--- src/rtl/mac_window_collector.sv ---
// ---------------------------------------------------------------------------
// mac_window_collector
//
// Sits behind the multiply-accumulate stage and condenses its registered
// accumulator output into frames. Every WINDOW accepted samples produce one
// frame holding the unsigned sum and the unsigned maximum of that window.
// Frames are queued in a small show-ahead FIFO and drained with a
// valid/ready handshake.
//
// Handshakes (both sides): a transfer happens in exactly the cycles where
// valid && ready are both high at the rising clock edge. Valid never waits
// on ready. in_ready is a pure function of the FSM state and does not look at
// in_valid. out_valid is a pure function of the FIFO occupancy and does not
// look at out_ready.
//
// Ports:
//   clock        sole clock, rising edge
//   reset        asynchronous, active-high; clears all state
//   in_valid     sample present on in_data
//   in_data      accumulator sample (unsigned, DATA_W)
//   in_ready     block can accept a sample this cycle (1 in COLLECT, 0 in STALL)
//   clear        synchronous abort of the partial window (ignored in STALL)
//   out_valid    FIFO head frame valid
//   out_ready    consumer takes the head frame
//   out_sum      head frame sum (SUM_W), 0 while the FIFO is empty
//   out_max      head frame maximum (DATA_W), 0 while the FIFO is empty
//   fifo_count   frames currently queued
//   frame_count  total frames pushed, wraps 255 -> 0
//
// The FSM state is held in state_q (type state_t) so checkers can bind to it.
// ---------------------------------------------------------------------------
`timescale 1ns/1ps
module mac_window_collector #(
    parameter int DATA_W     = 18,
    parameter int WINDOW     = 4,
    parameter int SUM_W      = 20,
    parameter int FIFO_DEPTH = 4
) (
    input  logic                          clock,
    input  logic                          reset,
    input  logic                          in_valid,
    input  logic [DATA_W-1:0]             in_data,
    output logic                          in_ready,
    input  logic                          clear,
    output logic                          out_valid,
    input  logic                          out_ready,
    output logic [SUM_W-1:0]              out_sum,
    output logic [DATA_W-1:0]             out_max,
    output logic [$clog2(FIFO_DEPTH):0]   fifo_count,
    output logic [7:0]                    frame_count
);

    localparam int CNT_W = $clog2(WINDOW);
    localparam int PTR_W = $clog2(FIFO_DEPTH);

    typedef enum logic {
        COLLECT = 1'b0,
        STALL   = 1'b1
    } state_t;

    state_t              state_q, state_d;
    logic [CNT_W-1:0]    cnt_q, cnt_d;
    logic [SUM_W-1:0]    sum_q, sum_d;
    logic [DATA_W-1:0]   max_q, max_d;
    logic [SUM_W-1:0]    pend_sum_q, pend_sum_d;
    logic [DATA_W-1:0]   pend_max_q, pend_max_d;

    logic [SUM_W-1:0]    mem_sum_q [FIFO_DEPTH];
    logic [DATA_W-1:0]   mem_max_q [FIFO_DEPTH];
    logic [PTR_W-1:0]    wr_ptr_q, rd_ptr_q;
    logic [PTR_W:0]      count_q, count_d;
    logic [7:0]          frame_cnt_q;

    logic                accept;
    logic                pop;
    logic                fifo_full;
    logic                can_push;
    logic                last_sample;
    logic [SUM_W-1:0]    sample_sum;
    logic [DATA_W-1:0]   sample_max;
    logic                push;
    logic [SUM_W-1:0]    push_sum;
    logic [DATA_W-1:0]   push_max;

    assign in_ready    = (state_q == COLLECT);
    assign accept      = in_valid && in_ready;
    assign out_valid   = (count_q != '0);
    assign pop         = out_valid && out_ready;
    assign fifo_full   = (count_q == (PTR_W+1)'(FIFO_DEPTH));
    // A pop in the same cycle frees the slot the push needs.
    assign can_push    = !fifo_full || pop;
    assign last_sample = (cnt_q == CNT_W'(WINDOW - 1));

    // Running totals including the sample on in_data this cycle.
    assign sample_sum  = sum_q + SUM_W'(in_data);
    assign sample_max  = (in_data > max_q) ? in_data : max_q;

    assign out_sum     = out_valid ? mem_sum_q[rd_ptr_q] : '0;
    assign out_max     = out_valid ? mem_max_q[rd_ptr_q] : '0;
    assign fifo_count  = count_q;
    assign frame_count = frame_cnt_q;

    always_comb begin
        state_d    = state_q;
        cnt_d      = cnt_q;
        sum_d      = sum_q;
        max_d      = max_q;
        pend_sum_d = pend_sum_q;
        pend_max_d = pend_max_q;
        push       = 1'b0;
        push_sum   = '0;
        push_max   = '0;

        case (state_q)
            COLLECT: begin
                if (clear) begin
                    // clear wins over a same-cycle accept: that sample is dropped.
                    cnt_d = '0;
                    sum_d = '0;
                    max_d = '0;
                end else if (accept) begin
                    if (last_sample) begin
                        cnt_d = '0;
                        sum_d = '0;
                        max_d = '0;
                        if (can_push) begin
                            push     = 1'b1;
                            push_sum = sample_sum;
                            push_max = sample_max;
                        end else begin
                            pend_sum_d = sample_sum;
                            pend_max_d = sample_max;
                            state_d    = STALL;
                        end
                    end else begin
                        cnt_d = cnt_q + CNT_W'(1);
                        sum_d = sample_sum;
                        max_d = sample_max;
                    end
                end
            end
            STALL: begin
                if (can_push) begin
                    push     = 1'b1;
                    push_sum = pend_sum_q;
                    push_max = pend_max_q;
                    state_d  = COLLECT;
                end
            end
            default: state_d = COLLECT;
        endcase
    end

    always_comb begin
        count_d = count_q;
        case ({push, pop})
            2'b10:   count_d = count_q + (PTR_W+1)'(1);
            2'b01:   count_d = count_q - (PTR_W+1)'(1);
            default: count_d = count_q;
        endcase
    end

    always_ff @(posedge clock or posedge reset) begin
        if (reset) begin
            state_q     <= COLLECT;
            cnt_q       <= '0;
            sum_q       <= '0;
            max_q       <= '0;
            pend_sum_q  <= '0;
            pend_max_q  <= '0;
            wr_ptr_q    <= '0;
            rd_ptr_q    <= '0;
            count_q     <= '0;
            frame_cnt_q <= '0;
            for (int i = 0; i < FIFO_DEPTH; i++) begin
                mem_sum_q[i] <= '0;
                mem_max_q[i] <= '0;
            end
        end else begin
            state_q    <= state_d;
            cnt_q      <= cnt_d;
            sum_q      <= sum_d;
            max_q      <= max_d;
            pend_sum_q <= pend_sum_d;
            pend_max_q <= pend_max_d;
            count_q    <= count_d;
            if (push) begin
                mem_sum_q[wr_ptr_q] <= push_sum;
                mem_max_q[wr_ptr_q] <= push_max;
                wr_ptr_q            <= wr_ptr_q + PTR_W'(1);
                frame_cnt_q         <= frame_cnt_q + 8'd1;
            end
            if (pop) begin
                rd_ptr_q <= rd_ptr_q + PTR_W'(1);
            end
        end
    end

endmodule

--- config.mk ---
export PLATFORM = sky130hd
export DESIGN_NAME = mac_window_collector
export DESIGN_NICKNAME = d
export VERILOG_FILES = /design/src/rtl/mac_window_collector.sv
export SDC_FILE = /design/constraint.sdc
export NUM_CORES = 1
export LEC_CHECK = 0
export ABC_AREA = 1
export CELL_PAD_IN_SITES_DETAIL_PLACEMENT = 1
export CELL_PAD_IN_SITES_GLOBAL_PLACEMENT = 1
export CORE_MARGIN = 4
export CORE_UTILIZATION = 45
export DETAILED_ROUTE_END_ITERATION = 7
export HOLD_SLACK_MARGIN = 0.06
export PLACE_DENSITY_LB_ADDON = 0.1
export SYNTH_ARGS = -nofsm -noshare
export SYNTH_HDL_FRONTEND = slang
export SYNTH_SLANG_ARGS = --single-unit
--- constraint.sdc ---
create_clock -name clock -period 11.3 [get_ports clock]
set_input_delay 3.39 -clock clock [delete_from_list [all_inputs] [get_ports clock]]
set_output_delay 3.39 -clock clock [all_outputs]
set_load 0.1 [all_outputs]
==> results.txt, run 1 <==
The flow ran to the end, and the final reports show no timing, DRC or antenna violations. The total of max-cap violations came out at 0. The fraction of synthesized area in multiplexers is 0%.

The die height is 177.8 um. For this run, the share of the core covered by cells in the final layout is 53.29%. After the first detailed-routing iteration, the DRC count stood at 865. The worst hold path belongs to the class register to register. Compared with the post-synthesis result, the final layout area differs by 15.39%. The slew at the pin closest to its max-slew limit came out at 1.176 ns. The maximum single-stage delay on the critical path is 1.19 ns. The critical path contains buffers and inverters numbering 2 combined. The total wirelength of the detailed-routed design is 40,500 um. The number of warnings issued by yosys came out at 0. The area of the core came out at 0.02809 mm^2. The adder and majority gate portion of the synthesized area is 4.456%. The data required time at the worst endpoint came out at 7.91 ns. The count of endpoints failing setup in the final report is 0. The main combinational cell family by area after synthesis is simple AND/OR/NAND/NOR gates.

The worst setup path is launched from a register. TritonCTS built the clock tree. The all-layer global routing usage is 26.47%. The number of endpoints with negative hold slack in the final report came to 0. The data arrival time of the critical path is 3.69 ns. Setup repair after global routing left no endpoint under its margin. The worst vdd rail ir drop is 152.2 uV. The worst setup path is captured at an output port.

The pin count of the biggest net entering global routing is 141. The number of clock sinks came out at 246. The detailed placement HPWL came out at 26,510 um.

The critical-path maximum fanout is 66. Of the cells placed in the final design, the portion with a size suffix greater than 1 is 4.566%. The critical register-to-register path endpoint is mem_sum_q[70]. The average cell area after synthesis came out at 7.450 um^2. The clock network latency to the later pin of the worst-skew pair came out at 0.54 ns.

Across all register-to-register paths, the minimum setup slack is 7.74 ns. During placement, the flow inserted port buffers numbering 73. The number of antenna violations at the first check in global routing came to 0. The compound-cell area share of the yosys netlist came out at 11.25%. The slowest library cell on the worst path is sky130_fd_sc_hd__clkdlybuf4s50_1. The multi-input combinational cells in the finished layout cover a total of 0.005957 mm^2. Across all layers, the routed design uses 11,730 vias.

The via count of the first global-routing pass came out at 12,410. The post-placement worst setup slack came out at 4.610 ns. The longest clock path from root to sink contains 3 buffers.

The capture point of the critical path is out_max[16]. The worst slew margin relative to its limit is 20.75%. The residual antenna-violating net count after detailed routing came out at 0. The clock arrives with 0.01199 ns of skew.

The final critical path takes up 62.70% of the cycle. The simple logic cell fraction of the synthesized area came out at 28.87%. The average wire length per cell after detail routing came out at 18.63 um. The die outline area came out at 0.03161 mm^2. The tree is rooted in a sky130_fd_sc_hd__clkbuf_16. Pin placement for this block handled 74 I/O pins.

Among cell families on the critical path, the largest total delay comes from buffers and inverters. The worst reg-to-reg path cell count is 8. The routed design could run at a clock period as short as 7.085 ns. The residual DRC count came out at 0. The residual overflow from global routing came out at 0. The post-layout total power is 3770 uW. The critical path crosses 6 cells after its start point. The number of core rows came out at 61.

The worst register-to-register path begins at state_q. Walking the worst path, the cells encountered are buf_4 > nor2_1 > nor2_1 > o21ai_0 > a21oi_1 > clkdlybuf4s50_1. The max-slew violation total from the final report came out at 0. The most numerous cell type found on the critical path is sky130_fd_sc_hd__nor2_1.

The number of nets in the final layout is 1,843. The number of gates resized after CTS was 0. The total clock buffers created by CTS came out at 28. The net count after synthesis came out at 1,809.

The mean number of vias per cell is 5.397. The maximum level of the CTS H-tree is 1. The timing-limited maximum frequency is 141.2 MHz. The total of flip-flops plus latches after synthesis came out at 246. The x dimension of the die is 177.8 um.

The worst setup path is of the register to output port kind. The initial core utilization came out at 46.18%. Before antenna repair, the detailed router went through 5 iterations. The post-synthesis cell count came out at 1,741. The layout filler cell count came out at 3,547. The setup TNS came out at 0 ns. The sequential area share after synthesis is 47.46%.

Clock-pin slew was measured on the worst setup and hold paths at 0.06 ns. The number of hold buffers added after cts came out at 0. At the end of routability-driven placement, the weighted congestion stood at 0.8698. Summing all flip-flop and latch instances after layout gives 0.006157 mm^2. The leakage dissipation came out at 0.007806 uW. Once the clock tree was built, the setup fixing pass inserted 0 buffers.

The power density over the cells came out at 251.9 mW/mm^2. The netlist uses 37 different library cells. The source of the critical timing path is rd_ptr_q[0].

The worst path meets setup with 4.215 ns of slack. The xor-xnor portion of the synthesized cell area is 1.350%. The first global-routing pass estimated 67,140 um of wire.

The count of inserted antenna diode cells is 0. The post-synthesis instance area is 0.01297 mm^2.
## Yosys cell counts (all sizes together)
cell type  count  area (um^2)
a21o           2        15.01
a21oi         73        365.4
a22o           1        8.760
and2           3        18.77
buf           32        185.2
clkbuf        53        198.9
clkinv         3        12.51
dfrtp        246         6156
fa             2        40.04
ha            43        538.0
inv          123        461.7
nand2        646         2440
nand3         99        500.5
nand3b         4        42.54
nand4          7        43.79
nor2         178        670.7
nor3           1        16.27
o211ai         8        60.06
o21ai        174        874.6
o21bai         3        22.52
o22ai         18        112.6
or2            2        12.52
xnor2          9        78.83
xor2          11        96.34
## state kept, by name (all words and copies together) (netlist names), 3 cells and up
signal,cells
mem_max_q,72
mem_sum_q,80
pend_sum_q,20
fifo_count,3
pend_max_q,18
frame_count,8
sum_q,20
max_q,18
## power by group
| group | switching (uW) | internal (uW) |
|---|---|---|
| clock network | 379 | 633 |
| registers | 42.4 | 928 |
| logic | 1380 | 411 |
## cell type report
class	count	share of cell area, %
Tap cell	378	3.160
Multi-Input combinational cell	1284	39.80
Clock buffer	39	5.634
Sequential cell	246	41.14
Timing Repair Buffer	89	5.768
Clock inverter	12	1.279
Inverter	126	3.219
## cell usage in the layout, fill, tap and decap left out, types with 2 or more instances in the layout
master	instances
sky130_fd_sc_hd__o211ai_1	8
sky130_fd_sc_hd__fa_1	2
sky130_fd_sc_hd__xor2_1	11
sky130_fd_sc_hd__nand4_1	7
sky130_fd_sc_hd__o21bai_1	3
sky130_fd_sc_hd__a21o_1	2
sky130_fd_sc_hd__a21oi_1	73
sky130_fd_sc_hd__buf_4	15
sky130_fd_sc_hd__o21ai_1	2
sky130_fd_sc_hd__nor2_1	177
sky130_fd_sc_hd__nand2_1	642
sky130_fd_sc_hd__clkbuf_8	8
sky130_fd_sc_hd__dfrtp_1	245
sky130_fd_sc_hd__o22ai_1	18
sky130_fd_sc_hd__o21ai_0	171
sky130_fd_sc_hd__clkbuf_1	2
sky130_fd_sc_hd__xnor2_1	9
sky130_fd_sc_hd__ha_1	43
sky130_fd_sc_hd__bufinv_16	5
sky130_fd_sc_hd__nand3_1	98
sky130_fd_sc_hd__clkinv_1	2
sky130_fd_sc_hd__nand3b_1	3
sky130_fd_sc_hd__clkbuf_16	29
sky130_fd_sc_hd__inv_2	4
sky130_fd_sc_hd__and2_1	3
sky130_fd_sc_hd__clkdlybuf4s50_1	73
sky130_fd_sc_hd__inv_1	118
sky130_fd_sc_hd__nand2_2	3
sky130_fd_sc_hd__clkinv_2	6
## metrics by stage
stage | instances | hold WS, ns | instance area, um^2
after floorplan | 1741 | 0.4437 | 12970
after global placement | 2122 | 0.4568 | 13910
after detailed placement | 2122 | 0.4604 | 13910
after CTS | 2173 | 0.4770 | 14950
after global routing | 2174 | 0.4883 | 14970
final | 2174 | 0.4710 | 14970
## metal layers
metal	vias to the layer above	track usage [%]	routed length [um]
met5	-	0	0
met4	0	6.542	933
met3	50	2.791	1607
met2	233	43.84	18830
met1	5831	37.52	19130
li1	5618	-	-
## cells by family after synthesis
kind of cell,after synthesis
xor gates and xnor gates,20
and+or+nand+nor,940
AOI/OAI and AO/OA,279
DFF,246
adders and majority gates,45
buffers and inverters,211
## worst min-delay path by stage
stage | startpoint | end | cells past startpoint
after floorplan | mem_sum_q[60] | mem_sum_q[60] | 2
after global placement | mem_max_q[36] | mem_max_q[36] | 2
after detailed placement | mem_max_q[44] | mem_max_q[44] | 2
after CTS | mem_max_q[4] | mem_max_q[4] | 2
after global routing | mem_max_q[4] | mem_max_q[4] | 2
final | mem_max_q[12] | mem_max_q[12] | 2
## tightest hold or removal path, stage by stage, from the launching register on
cell                      delay (ns)
sky130_fd_sc_hd__dfrtp_1        0.33
sky130_fd_sc_hd__nand2_1        0.05
sky130_fd_sc_hd__nand2_1        0.05
Note: power is estimated with default switching activity, not from simulation.
==> run 2, diff against run 1 <==
- CORE_UTILIZATION: 45 -> 40
- clock period: 11.3 -> 6.3 ns (I/O delays scaled with it)
==> run 2 against run 1 <==
  * Register-to-register slack got worse by 5.0 ns
  * Combinational power increased by 90%
  * Sequential power increased by 84%
  * Worst hold slack improved by 0.00082 ns
  * Largest power group unchanged
  * Clock skew increased by 0.014 ns
  * Setup slack got worse by 3.1 ns
  * Die area increased by 12%
  * Sequential share of layout area decreased by 0.43 points
  * Non-clock buffer count increased by 2
  * Cell count increased by 2.8%
  * Clock-buffer cell count unchanged
  * Final area increased by 1.0%
==> results.txt, run 2 (synthesized netlist as in run 1, its figures left out) <==
The number of DRC markers in iteration 0 is 752. The clock network latency to the later pin of the worst-skew pair is 0.56 ns. Clock tree synthesis inserted a total of 29 buffers. Counting flops per register, the top entry is mem_sum_q. The vias after detailed routing came out at 11,680. Dividing the final minimum period by the clock period gives 81.73%. The die outline area is 0.03537 mm^2. The buffers plus inverters on the worst setup path is 1. The maximum single-stage delay on the critical path is 1.20 ns. The slowest stage of the critical path is the sky130_fd_sc_hd__clkdlybuf4s50_1 cell.

The final worst slack is 1.151 ns. The via count of the first global-routing pass is 12,120. The mean number of vias per cell is 5.225. The clock passes through at most 3 buffers. After detailed placement, the total cell area comes to 0.01418 mm^2. The final hold slack is 0.4718 ns. The x dimension of the die is 188.1 um. The worst slew margin relative to its limit came out at 31.47%.

Static timing analysis puts the maximum clock frequency at 194.2 MHz. STA classifies the critical path endpoint as an output port. The worst clock skew on the final layout came out at 0.02569 ns. The number of cells on the critical path came out at 3. The all-layer global routing usage came out at 23.78%. The count of instances resized after the clock tree is built came out at 0. The count of endpoints failing setup in the final report is 0. The residual antenna-violating net count after detailed routing is 0. The number of nets in the final layout came out at 1,846. The worst vdd rail ir drop is 283.0 uV. The clock-pin slew on the worst setup and hold paths came out at 0.06 ns. The number of endpoints with negative hold slack in the final report is 0. The worst setup path is launched from a register. In the final layout, the registers with the most flip-flops are mem_sum_q x80, mem_max_q x72. The clock tree root buffer cell is sky130_fd_sc_hd__clkbuf_16.

CTS built an H-tree with a depth of 1. In the layout the commonest cells are sky130_fd_sc_hd__nand2_1, sky130_fd_sc_hd__dfrtp_1, sky130_fd_sc_hd__nor2_1. The share of post-route cells with drive strength above 1 is 6.389%. The cell family contributing the most delay on the critical path is buffers and inverters. The max-slew violation total from the final report is 0. The post-layout total power is 6896 uW.

The iteration count of the initial detailed-routing pass came out at 5. Walking the worst path, the cells encountered are o211ai_1 > a21oi_1 > clkdlybuf4s50_1. The count of cells along the worst hold path came out at 2.

The slew at the pin closest to its max-slew limit came out at 1.027 ns. The flow ran to the end, and the final reports show no timing, DRC or antenna violations. For this design the top-level I/O count stands at 74. The total of max-cap violations is 0. For this design, the sink count on the clock tree is 246. In this run the worst hold path is classified as register to register. During placement, the flow inserted port buffers numbering 73.

The pin count of the biggest net entering global routing came out at 127. The setup TNS came out at 0 ns. The average wire length per cell after detail routing came out at 18.74 um. The data required time at the worst endpoint is 4.41 ns.

TritonCTS built the clock tree. The initial core utilization came out at 40.79%. The total area inside the core boundary comes to 0.03180 mm^2. For this run, design rule violations remaining after detail routing come to 0. The critical-path maximum fanout is 43.

The first global-routing pass estimated 68,170 um of wire. For this design the static power due to leakage is 0.007894 uW. The number of core rows is 65. The growth of design area from synthesis to finish came out at 16.59%. The detailed placement HPWL came out at 28,420 um. The clock period minus final worst setup slack is 5.149 ns. Power spread over the standard cell area amounts to 456.0 mW/mm^2. The floorplan step set the die height to 188.1 um. The global placer's final weighted congestion is 0.8936. The number of antenna violations at the first check in global routing came out at 0. The flip-flop count of the largest register after layout is 80. The number of hold buffers added after cts is 0. Leaving out fill and tap cells, the most frequent cell in the layout is sky130_fd_sc_hd__nand2_1.

The residual overflow from global routing is 0. The number of setup buffers added after CTS is 0. The data arrival time of the critical path is 3.26 ns.

The post-placement worst setup slack is 1.195 ns. The worst reg-to-reg path cell count is 8. The total wirelength of the detailed-routed design came out at 41,890 um. The final design area excluding fillers came out at 0.01512 mm^2. The critical path class is register to output port.

Setup repair after global routing left no endpoint under its margin. The count of inserted antenna diode cells is 0.
-- run 2: cell types whose count changed in the layout (fill, tap and decap cells not counted), sizes merged --
cell / change
buf: +37
clkdlybuf4s50: -35
clkinv: +4
bufinv: -2
-- run 2: per-stage QoR --
step                      instances  util [%]
after CTS                      2235     47.56
after floorplan                1741         -
after global routing           2235     47.56
after detailed placement       2182     44.58
final                          2235     47.56
after global placement         2182     44.58
-- run 2: power breakdown --
part / total (uW) / internal [uW] / switching, uW
logic: 3400 / 900 / 2500
registers: 1790 / 1660 / 129
clock network: 1700 / 998 / 702
total: 6900 / 3560 / 3330
-- run 2: final timing paths --
path | start | end | slack, ns
max | rd_ptr_q[0] | out_sum[1] | 1.15
min | mem_sum_q[19] | mem_sum_q[19] | 0.47
max reg2reg | state_q | mem_sum_q[70] | 2.70
min reg2reg | mem_sum_q[19] | mem_sum_q[19] | 0.47
max in group asynchronous | reset | max_q[11] | 3.75
min in group asynchronous | reset | mem_sum_q[55] | 1.88
-- run 2: metal layers --
metal	wire length [um]	GRT usage (%)
met5	0	0
met2	19020	38.53
met3	1567	2.848
met1	20510	34.64
met4	786	4.687
-- run 2: layout make-up --
class                      count  area (um^2)
clock buffer                  39        783.3
clock inverter                14        162.7
sequential                   246         6157
tap                          435        544.3
multi-input combinational   1284         5957
timing repair buffer          91         1041
inverter                     126        478.0
fill                        3917        16680
-- run 2: worst reg2reg max path: stages (launching register included) --
cell	delay (ns)
sky130_fd_sc_hd__dfrtp_1	0.52
sky130_fd_sc_hd__inv_1	0.58
sky130_fd_sc_hd__nand2_1	0.16
sky130_fd_sc_hd__nand2_1	0.42
sky130_fd_sc_hd__inv_2	0.26
sky130_fd_sc_hd__nand2_4	0.49
sky130_fd_sc_hd__clkinv_2	0.70
sky130_fd_sc_hd__nand3_1	0.31
sky130_fd_sc_hd__nand2_1	0.07
==> run 3, diff against run 2 <==
- clock period: 6.3 -> 4.45 ns (I/O delays scaled with it)
==> run 3 against run 2 <==
  * Clock-buffer cell count grew 6
  * Non-clock buffer count grew 18
  * Critical path type unchanged
  * First-iteration DRC count grew 1.7%
  * Sequential cell count is the same
  * Via count grew 2.3%
  * Die area is the same
  * Clock skew shrank 0.016 ns
  * Setup slack lost 0.74 ns
==> results.txt, run 3 (synthesized netlist as in run 1, its figures left out) <==
The residual overflow from global routing is 0. Setup repair after global routing left no endpoint under its margin. The layout has 3,932 filler cells. The worst-case register-to-register setup slack came out at 1.62 ns. The data arrival time of the critical path came out at 2.71 ns. The tree is rooted in a sky130_fd_sc_hd__clkbuf_16. The iteration count of the initial detailed-routing pass came out at 5. The via count of the first global-routing pass was 12,330. The critical-path maximum fanout is 16.

The total of max-cap violations is 0. Across the VDD grid, the largest voltage drop is 523.9 uV. For the pin with the worst max-slew slack, the measured transition is 1.115 ns. Once placement completed, the tool counted placed cells totaling 2,200.

The slowest stage of the critical path belongs to the cell sky130_fd_sc_hd__clkinv_1. The worst slew margin relative to its limit is 24.85%. The path with the worst hold slack has its endpoint at mem_sum_q[16].

The top-level port count is 74. The area of the core came out at 0.03180 mm^2. The total wirelength of the detailed-routed design came out at 44,670 um. The kind of start point of the critical path is a register. The max-slew violation total from the final report is 0. The die is 188.1 um tall. The number of DRC markers in iteration 0 came out at 765. The clock-pin slew on the worst setup and hold paths is 0.06 ns. Leaving out fill and tap cells, the most frequent cell in the layout is sky130_fd_sc_hd__nand2_1. The data required time at the worst endpoint is 3.12 ns.

The clock period minus final worst setup slack is 4.042 ns. The all-layer global routing usage is 25.19%. The worst hold path begins at mem_sum_q[16]. The number of hold buffers added after cts is 0.

The largest registers in the layout are mem_sum_q x80, mem_max_q x72. TritonCTS built the clock tree. The growth of design area from synthesis to finish is 21.01%. Setup violations remaining at the end of the flow were counted as 0. The power density over the cells came out at 662.5 mW/mm^2. mem_sum_q holds more flip-flops than any other register.

The clock passes through at most 3 buffers. The worst register-to-register path ends at fifo_count[2]. The clock network latency to the later pin of the worst-skew pair is 0.55 ns.

The initial core utilization is 40.79%. The count of instances resized after the clock tree is built is 0. The residual DRC count came out at 0. Timing would allow up to 247.4 MHz. The number of nets in the final layout is 1,864.

The detailed placement HPWL is 30,440 um. The maximum level of the CTS H-tree is 1. The count of cells along the worst hold path is 2.

The area occupied by multi-input gates is 0.006117 mm^2. The path class of the lowest-slack min-delay path is register to register. The first global-routing pass estimated 71,110 um of wire. The worst reg-to-reg path cell count is 10.

The number of buffers added for setup after CTS is 0. The residual antenna-violating net count after detailed routing came out at 0. The number of antenna violations at the first check in global routing came out at 0. The post-layout utilization of the core came out at 49.36%. The initialized floorplan defines 65 standard-cell rows. The finished layout holds 2,255 standard cells, fillers aside.

The signal on the critical path passes through clkinv_1 > buf_4 > nor2_1 > o21ai_0 > a21oi_2 > buf_12. The global placer's final weighted congestion came out at 0.9476. The setup TNS came out at 0 ns. The detailed router placed 11,940 vias in this run.

The die outline area came out at 0.03537 mm^2. The maximum single-stage delay on the critical path came out at 0.61 ns. The mean number of vias per cell came out at 5.296. The pin count of the biggest net entering global routing is 86.

The flip-flop count of the largest register after layout came out at 80. In the final layout, the share of cells above drive strength 1 is 8.796%. For this design the static power due to leakage is 0.008084 uW. The die is 188.1 um wide. Leaving out fill and tap cells, the most frequent cells in the layout are sky130_fd_sc_hd__nand2_1, sky130_fd_sc_hd__dfrtp_1, sky130_fd_sc_hd__nor2_1.

The number of clock sinks came out at 246. The run finished with clean final reports. Dividing the detail-routed wire length by the instance count gives 19.81 um.

In this run the critical register-to-register path is launched from state_q. The total clock buffers created by CTS is 29. The number of endpoints with negative hold slack in the final report was 0.

The worst clock skew on the final layout is 0.01007 ns. STA classifies the critical path endpoint as an output port. The portion of the clock cycle consumed by the worst path in the final layout is 90.82%. Port buffering added 73 buffers.

The worst setup path is of the register to output port kind. Registers take 0.006157 mm^2.
[run 3: cell count changes in the layout (fill, tap and decap cells not counted), moves of 3 or more]
cell	before	now
sky130_fd_sc_hd__a21oi_1	73	53
sky130_fd_sc_hd__buf_12	21	40
sky130_fd_sc_hd__a21oi_4	0	11
sky130_fd_sc_hd__a21oi_2	0	9
sky130_fd_sc_hd__clkbuf_8	2	8
sky130_fd_sc_hd__clkdlybuf4s50_1	38	34
sky130_fd_sc_hd__buf_4	32	35
sky130_fd_sc_hd__clkinv_2	8	5
[run 3: worst max-delay path by stage]
stage                             start       endpoint
after floorplan           fifo_count[0]    out_sum[10]
after global placement       in_data[2]  mem_sum_q[35]
after detailed placement    in_data[10]  mem_sum_q[35]
after CTS                   rd_ptr_q[1]    out_sum[14]
after global routing        rd_ptr_q[1]    out_sum[14]
final                       rd_ptr_q[1]     out_max[1]
[run 3: metrics by stage]
step | setup slack, ns | instance area (um^2) | hold WS, ns | power, uW
global route | 0.2251 | 15690 | 0.4934 | 10870
global placement | 0.4904 | 14700 | 0.4565 | 7927
detailed placement | 0.4772 | 14700 | 0.4606 | 7976
CTS | 0.3734 | 15690 | 0.4771 | 10480
floorplan | -0.2719 | 13140 | 0.4437 | 6093
finish | 0.4084 | 15700 | 0.4732 | 10400
[run 3: area by class of cell]
class,count,share of cell area (%)
flip-flops and latches,246,39.23
multi-input cells,1284,38.97
repair buffers,109,8.944
clock buffers,45,5.516
well taps,435,3.468
inverters,126,3.045
clock inverters,9,0.8131
diodes,1,0.01594
[run 3: critical path: cells and delay by family (launching register included)]
family          cells  cell delay [ns]
flops               1             0.35
compound gates      2             0.41
simple gates        1             0.11
buf+inv             3             1.28
[run 3: power by group]
| part | total (uW) | leakage (uW) | switching [uW] | internal [uW] |
|---|---|---|---|---|
| Clock | 2480 | 0.000491 | 970 | 1510 |
| Sequential | 2440 | 0.00330 | 86.3 | 2360 |
| Combinational | 5480 | 0.00429 | 3850 | 1630 |
| Total | 10400 | 0.00808 | 4910 | 5490 |
[run 3: metal layers]
layer,vias up,GRT usage [%],part of all wire (%),wire [um]
met2,267,41.63,46,20710
met4,0,5.929,2.4,1068
met5,-,0,0,0
met3,67,3.593,5.0,2235
li1,5660,-,-,-
met1,5948,35.22,46,20660
